File: config.mk
export PLATFORM = sky130hd
export DESIGN_NAME = iic_slave_reg_bridge
export DESIGN_NICKNAME = d
export VERILOG_FILES = /design/src/rtl/iic_slave_reg_bridge.sv
export SDC_FILE = /design/constraint.sdc
export NUM_CORES = 1
export LEC_CHECK = 0
export ABC_AREA = 0
export CORE_AREA = 3 3 123 137
export DETAILED_ROUTE_END_ITERATION = 10
export DIE_AREA = 0 0 126 140
export HOLD_SLACK_MARGIN = 0.08
export PLACE_DENSITY = 0.8
export RECOVER_POWER = 25
export SYNTH_ARGS = -nofsm -noshare
export SYNTH_HDL_FRONTEND = slang
export SYNTH_SLANG_ARGS = --single-unit
File: constraint.sdc
create_clock -name clk -period 3.48 [get_ports clk]
set_input_delay 0.696 -clock clk [delete_from_list [all_inputs] [get_ports clk]]
set_output_delay 0.696 -clock clk [all_outputs]
set_load 0.1 [all_outputs]
File: src/rtl/iic_slave_reg_bridge.sv
// iic_slave_reg_bridge: byte-addressed register bank shared by the I2C slave
// byte streams and a fabric host port, with write notification and
// same-address write collision status.
// Optional feature macro: IIC_REG_WRITE_PROTECT_EN (drops I2C data writes to
// addresses >= RO_BASE; host writes remain unrestricted).
module iic_slave_reg_bridge #(
   parameter int unsigned ADDR_WIDTH = 4,
   parameter logic [7:0]  INIT_VALUE = 8'h00,
   parameter int unsigned RO_BASE    = (2**ADDR_WIDTH) - 4
) (
   input  logic                  clk,
   input  logic                  rst_n,
   input  logic                  fifo_wen,
   input  logic [7:0]            fifo_wdata,
   input  logic                  fifo_wdata_start,
   input  logic                  fifo_ren,
   output logic [7:0]            fifo_rdata,
   input  logic                  host_wen,
   input  logic [ADDR_WIDTH-1:0] host_addr,
   input  logic [7:0]            host_wdata,
   output logic [7:0]            host_rdata,
   output logic                  i2c_wr_strobe,
   output logic [ADDR_WIDTH-1:0] i2c_wr_addr,
   output logic [7:0]            i2c_wr_data,
   output logic                  collision,
   input  logic                  collision_clr,
   output logic [1:0]            bus_phase
);

   localparam int unsigned DEPTH = 2**ADDR_WIDTH;

   typedef enum logic [1:0] {
      ST_IDLE  = 2'd0,
      ST_WRITE = 2'd1,
      ST_READ  = 2'd2
   } state_t;

   state_t                state_q;
   state_t                state_d;
   logic [7:0]            mem [DEPTH];
   logic [ADDR_WIDTH-1:0] ptr_q;
   logic [ADDR_WIDTH-1:0] ptr_inc_c;
   logic                  ptr_load_c;
   logic                  data_c;
   logic                  rd_c;
   logic                  wr_ok_c;
   logic                  i2c_we_c;
   logic                  col_hit_c;

   // Write-protect window: I2C data writes at or above RO_BASE are dropped
`ifdef IIC_REG_WRITE_PROTECT_EN
   assign wr_ok_c = (32'(ptr_q) < RO_BASE);
`else
   logic unused_ro_base;
   assign unused_ro_base = ^RO_BASE;
   assign wr_ok_c        = 1'b1;
`endif

   assign ptr_inc_c = ADDR_WIDTH'(ptr_q + 1'b1);
   assign i2c_we_c  = data_c & wr_ok_c;
   assign col_hit_c = i2c_we_c & host_wen & (host_addr == ptr_q);
   assign bus_phase = state_q;

   // Phase register
   always_ff @(posedge clk) begin
      if (!rst_n) state_q <= ST_IDLE;
      else        state_q <= state_d;
   end

   // Next phase and stream decode; a write strobe masks a same-cycle read
   always_comb begin
      state_d    = state_q;
      ptr_load_c = 1'b0;
      data_c     = 1'b0;
      rd_c       = 1'b0;
      if (fifo_wen) begin
         state_d = ST_WRITE;
         if (fifo_wdata_start) ptr_load_c = 1'b1;
         else                  data_c     = 1'b1;
      end else if (fifo_ren) begin
         state_d = ST_READ;
         rd_c    = 1'b1;
      end
   end

   // Register bank; host write is issued last so it wins a same-address tie
   always_ff @(posedge clk) begin
      if (!rst_n) begin
         for (int i = 0; i < int'(DEPTH); i++) mem[i] <= INIT_VALUE;
      end else begin
         if (i2c_we_c) mem[ptr_q] <= fifo_wdata;
         if (host_wen) mem[host_addr] <= host_wdata;
      end
   end

   // Pointer, read ports, write notification and collision status
   always_ff @(posedge clk) begin
      if (!rst_n) begin
         ptr_q         <= '0;
         fifo_rdata    <= 8'h00;
         host_rdata    <= 8'h00;
         i2c_wr_strobe <= 1'b0;
         i2c_wr_addr   <= '0;
         i2c_wr_data   <= 8'h00;
         collision     <= 1'b0;
      end else begin
         host_rdata    <= mem[host_addr];
         i2c_wr_strobe <= i2c_we_c;
         if (ptr_load_c) begin
            ptr_q <= fifo_wdata[ADDR_WIDTH-1:0];
         end else if (data_c || rd_c) begin
            ptr_q <= ptr_inc_c;
         end
         if (rd_c) fifo_rdata <= mem[ptr_q];
         if (i2c_we_c) begin
            i2c_wr_addr <= ptr_q;
            i2c_wr_data <= fifo_wdata;
         end
         if (col_hit_c)          collision <= 1'b1;
         else if (collision_clr) collision <= 1'b0;
      end
   end

endmodule

# After elaboration in Yosys (flattened, before gate mapping)

Memory sizes are Yosys's and may differ from the RTL's. A register that Yosys moved wholly into a read port is not among the register bits.
Index checks and enable logic that the tools add are counted.
Widths: inputs -> output; s select.

Add/subtract/negate cells: 1
Eq/ne operators: 1
Mux-type cells: 25
Bitwise operators: 3
Reduce and logical (&&, ||, !) cells: 9

Operator list:

| cell                | number |
|---|---|
| $mux 1              | 19 |
| $mux 4              | 4 |
| $mux 8              | 2 |
| $reduce_or 8->1     | 2 |
| $reduce_bool 2->1   | 3 |
| $add 4x1->4 const B | 1 |
| $eq 4x4->1          | 1 |
| $and 1x1->1         | 2 |
| $logic_not 1->1     | 2 |
| $reduce_or 2->1     | 1 |
| $logic_or 1x1->1    | 1 |
| $not 1->1           | 1 |

Flip-flop bits (word level): 20
Bits in writable memories: 128
Input port bits: 27
Output and inout bits: 32
Word-level logic and storage cells: 47
Memories kept: 1

Memories:

| memory | words | width | read ports | clocked after memory_dff | wr ports | line | text |
|---|---|---|---|---|---|---|---|
| mem    | 16    | 8     | 2          | 2                        | 16       | 40   | `logic [7:0] mem [DEPTH];` |

# Longest topological paths before layout

Depth in word-level cells: 7
Mapped depth: 9
Mapped depth without buffers: 5

# Least setup slack after synthesis

OpenSTA, ideal clock, no wires.

Kind: input-to-reg
Start point: input fifo_wen
End point: memory mem[0][0] (enable)
Library setup time: 0.404 ns
Arrival: 2.507 ns
Required time: 3.076 ns
Path slack: 0.569 ns
Cell stages on the path: 5
Path buffers: 2
Cells stage by stage: clkbuf_1 > nor2b_1 > clkbuf_1 > nand2_1 > o311ai_0

RTL lines:

| what               | line | text |
|---|---|---|
| start: declaration | 13   | `input logic fifo_wen,` |
| end: declaration   | 40   |  |

==> impl_metrics.yaml <==
yosys:
  synth.avg_cell_area_um2: 13.3
  seq_area_frac_synth_pct: 49.5
  synth_area_mm2: 0.00922
  synth_top_cell_by_area: "edfxtp_1"
  synth-seq-cells: 164
  synth_cell_types: 53
  async_reset_ff_share_pct: 0
  synth.area.top_cells: "edfxtp_1, mux4_2, a22o_1"
  synth_top_area_share_pct: 41.7
  synth_enable_flop_cells: 128
  yosys_warnings: 0
  syn_inst: 693
  syn-num-nets: 725
  ys.flop_type: "edfxtp_1"
route:
  routed_wirelength_um: 28900
  drtAntennaViolNets: 0
  wire_per_inst_um: 31.2
  drt_iter0_markers: 1093
  avgViaCountPerCell: 7.48
  dr.pass1.iters: 5
  drc_errors: 0
  num_vias: 6923
worst_setup_path:
  worstPathRequired_ns: 3.80
  endpoint_kind: "flop"
  start_kind: "flop"
  crit_fanout: 15
  crit_type: "reg -> reg"
  arrival_ns: 3.28
clock_network:
  htreeDepth: 4
  clk_latency_ns: 0.44
  cts_tree: "built"
  path_clk_slew_ns: 0.06
  cts-buffers-inserted: 17
  cts_hold_buf: 0
  ctsResizeCount: 0
  cts_setup_buffers: 0
  clock_path_buffers: 2
  clkSinkCount: 164
  root_buffer: "clkbuf_16"
timing:
  setup_viol: 0
  fin_crit_sh_pct: 85.0
  setup_ws_ns: 0.522
  rsz0062_at_grt: "false"
  relSlewSlack_pct: 21.0
  final-hold-violation-count: 0
  max_slew.worst_pin.slew_ns: 1.18
  tns_ns: 0
  fmax_ghz: 0.338
  report.final.slew_viol_count: 0
  fin_crit_ns: 2.96
  finClkSkew_ns: 0.00816
layout:
  nets: 745
  final_area_mm2: 0.0105
  fin_cells: 926
  final_util_pct: 67.1
  final.fill_count: 1105
  area_delta_synth_final_pct: 13.5
  drive_gt1_share_pct: 17.9
  antenna_cells: 0
placement:
  portBuffers: 58
  place_ws_ns: 0.481
  dp_hpwl_um: 19600
  dp_cells: 894
  placed_cell_area_mm2: 0.00989
  gp_congestion: 0.991
power_and_ir_drop:
  power_leakage_uw: 0.00369
  p_per_area_mw_per_mm2: 488
  vdd_drop_max_mv: 0.276
global_route:
  grt_max_degree: 34
  grtUsageTotal_pct: 32.8
  grt_pass1_vias: 6665
  grt_pass1_wl_um: 42600
  antenna_found_initial: 0
  overflow: 0
worst_hold_path:
  hold_class: "reg -> reg"
die:
  dieHeight_um: 140
  io_pins: 59
  die_w_um: 126
  std_cell_rows: 48
  core_mm2: 0.0156
  start_util_pct: 59.1
  die_area_mm2: 0.0176
run:
  cap_violations: 0
run_status:
  status: "finished, final reports clean"
[layout make-up]
class                           instances  area (um^2)  area share [%]
Inverter                                2         7.51          0.0717
Clock inverter                          5         56.3           0.538
Multi-Input combinational cell        437         4240            40.5
Clock buffer                           27          567            5.41
Sequential cell                       164         4570            43.6
Timing Repair Buffer                   91          788            7.53
Tap cell                              200          250            2.39
[placed cells by master (no fill, tap or decap), types with 3 or more instances in the layout]
master | Yosys | final
and3b_1 | 11 | 11
nor3_1 | 3 | 3
a22oi_1 | 6 | 6
dlygate4sd3_1 | 0 | 4
mux4_2 | 57 | 57
clkbuf_16 | 0 | 20
o311ai_0 | 4 | 3
mux2i_1 | 32 | 32
nand2b_1 | 12 | 12
buf_4 | 4 | 22
nor2b_1 | 6 | 6
dfxtp_1 | 36 | 35
a311oi_1 | 3 | 3
xnor2_1 | 3 | 3
ha_1 | 5 | 5
clkbuf_1 | 41 | 13
nor2_1 | 18 | 18
and3_1 | 5 | 5
nand2_1 | 46 | 46
a2111oi_0 | 3 | 3
nor2_4 | 11 | 11
clkdlybuf4s50_1 | 0 | 51
a21boi_0 | 12 | 12
edfxtp_1 | 128 | 128
o21ai_0 | 9 | 9
o22ai_1 | 9 | 9
clkbuf_8 | 0 | 4
a22o_1 | 128 | 128
and2_1 | 4 | 4
o221ai_1 | 10 | 10
a21oi_1 | 5 | 5
nand3_1 | 10 | 10
[metrics by stage]
stage	hold WS (ns)	total power, uW
finish	0.461	5110
global route	0.478	5210
CTS	0.465	5090
detailed placement	0.457	3160
global placement	0.442	3150
floorplan	0.581	2890
[routing by layer]
layer | up-vias | GRT usage (%) | routed length, um
li1 | 2831 | - | -
met5 | - | 0 | 0
met4 | 0 | 16.7 | 1560
met2 | 548 | 50.2 | 13300
met3 | 88 | 7.55 | 3560
met1 | 3456 | 44.4 | 10500
[kinds of logic (layout without fill, tap and decap cells)]
kind of cell / after synthesis / count (layout) / synth area share [%]
buf+inv: 92 / 125 / 4.57
simple gates: 137 / 137 / 8.94
flops: 164 / 164 / 49.5
fa+ha+maj: 5 / 5 / 0.678
compound gates: 199 / 199 / 17.9
mux: 91 / 91 / 18.0
xor+xnor: 5 / 5 / 0.475
[synth_stat cells (all sizes together) (4+ instances only)]
library cell and number:
nand3 10, o21ai 9, edfxtp 128, mux2i 32, buf 49, nor2 29, a22o 128, and3 5
nor2b 6, o311ai 4, o221ai 10, and2 4, a21oi 5, a22oi 6, nand2 46, o22ai 9
dfxtp 36, mux4 59, ha 5, and3b 11, nand2b 12, a2111oi 4, a21boi 14, clkbuf 41
[final timing paths]
kind                  start             end  slack [ns]  depth (start not counted)
min reg2reg  i2c_wr_addr[0]  i2c_wr_addr[0]        0.46                          2
max reg2reg        ptr_q[0]   fifo_rdata[0]        0.52                          5
max                ptr_q[0]   fifo_rdata[0]        0.52                          5
min          i2c_wr_addr[0]  i2c_wr_addr[0]        0.46                          2
[flip-flops by register name (all words and copies together), names as in the netlist]
| signal | cells |
|---|---|
| bus_phase | 2 |
| i2c_wr_addr | 4 |
| i2c_wr_strobe | 1 |
| fifo_rdata | 8 |
| host_rdata | 8 |
| mem | 128 |
| ptr_q | 4 |
| i2c_wr_data | 8 |
| collision | 1 |
[power by group]
part	total, uW	internal [uW]	switching [uW]
clock network	1970	1190	781
logic	841	296	545
registers	2300	2210	86.4
total	5110	3700	1410
[worst max-delay path, cell delays in order (launching register included)]
cell and delay [ns]:
dfxtp_1 0.61, clkbuf_1 0.79, mux4_2 0.60, a2111oi_0 0.54, buf_4 0.24, a21oi_1 0.07
Power figures use the tool's default switching activity.
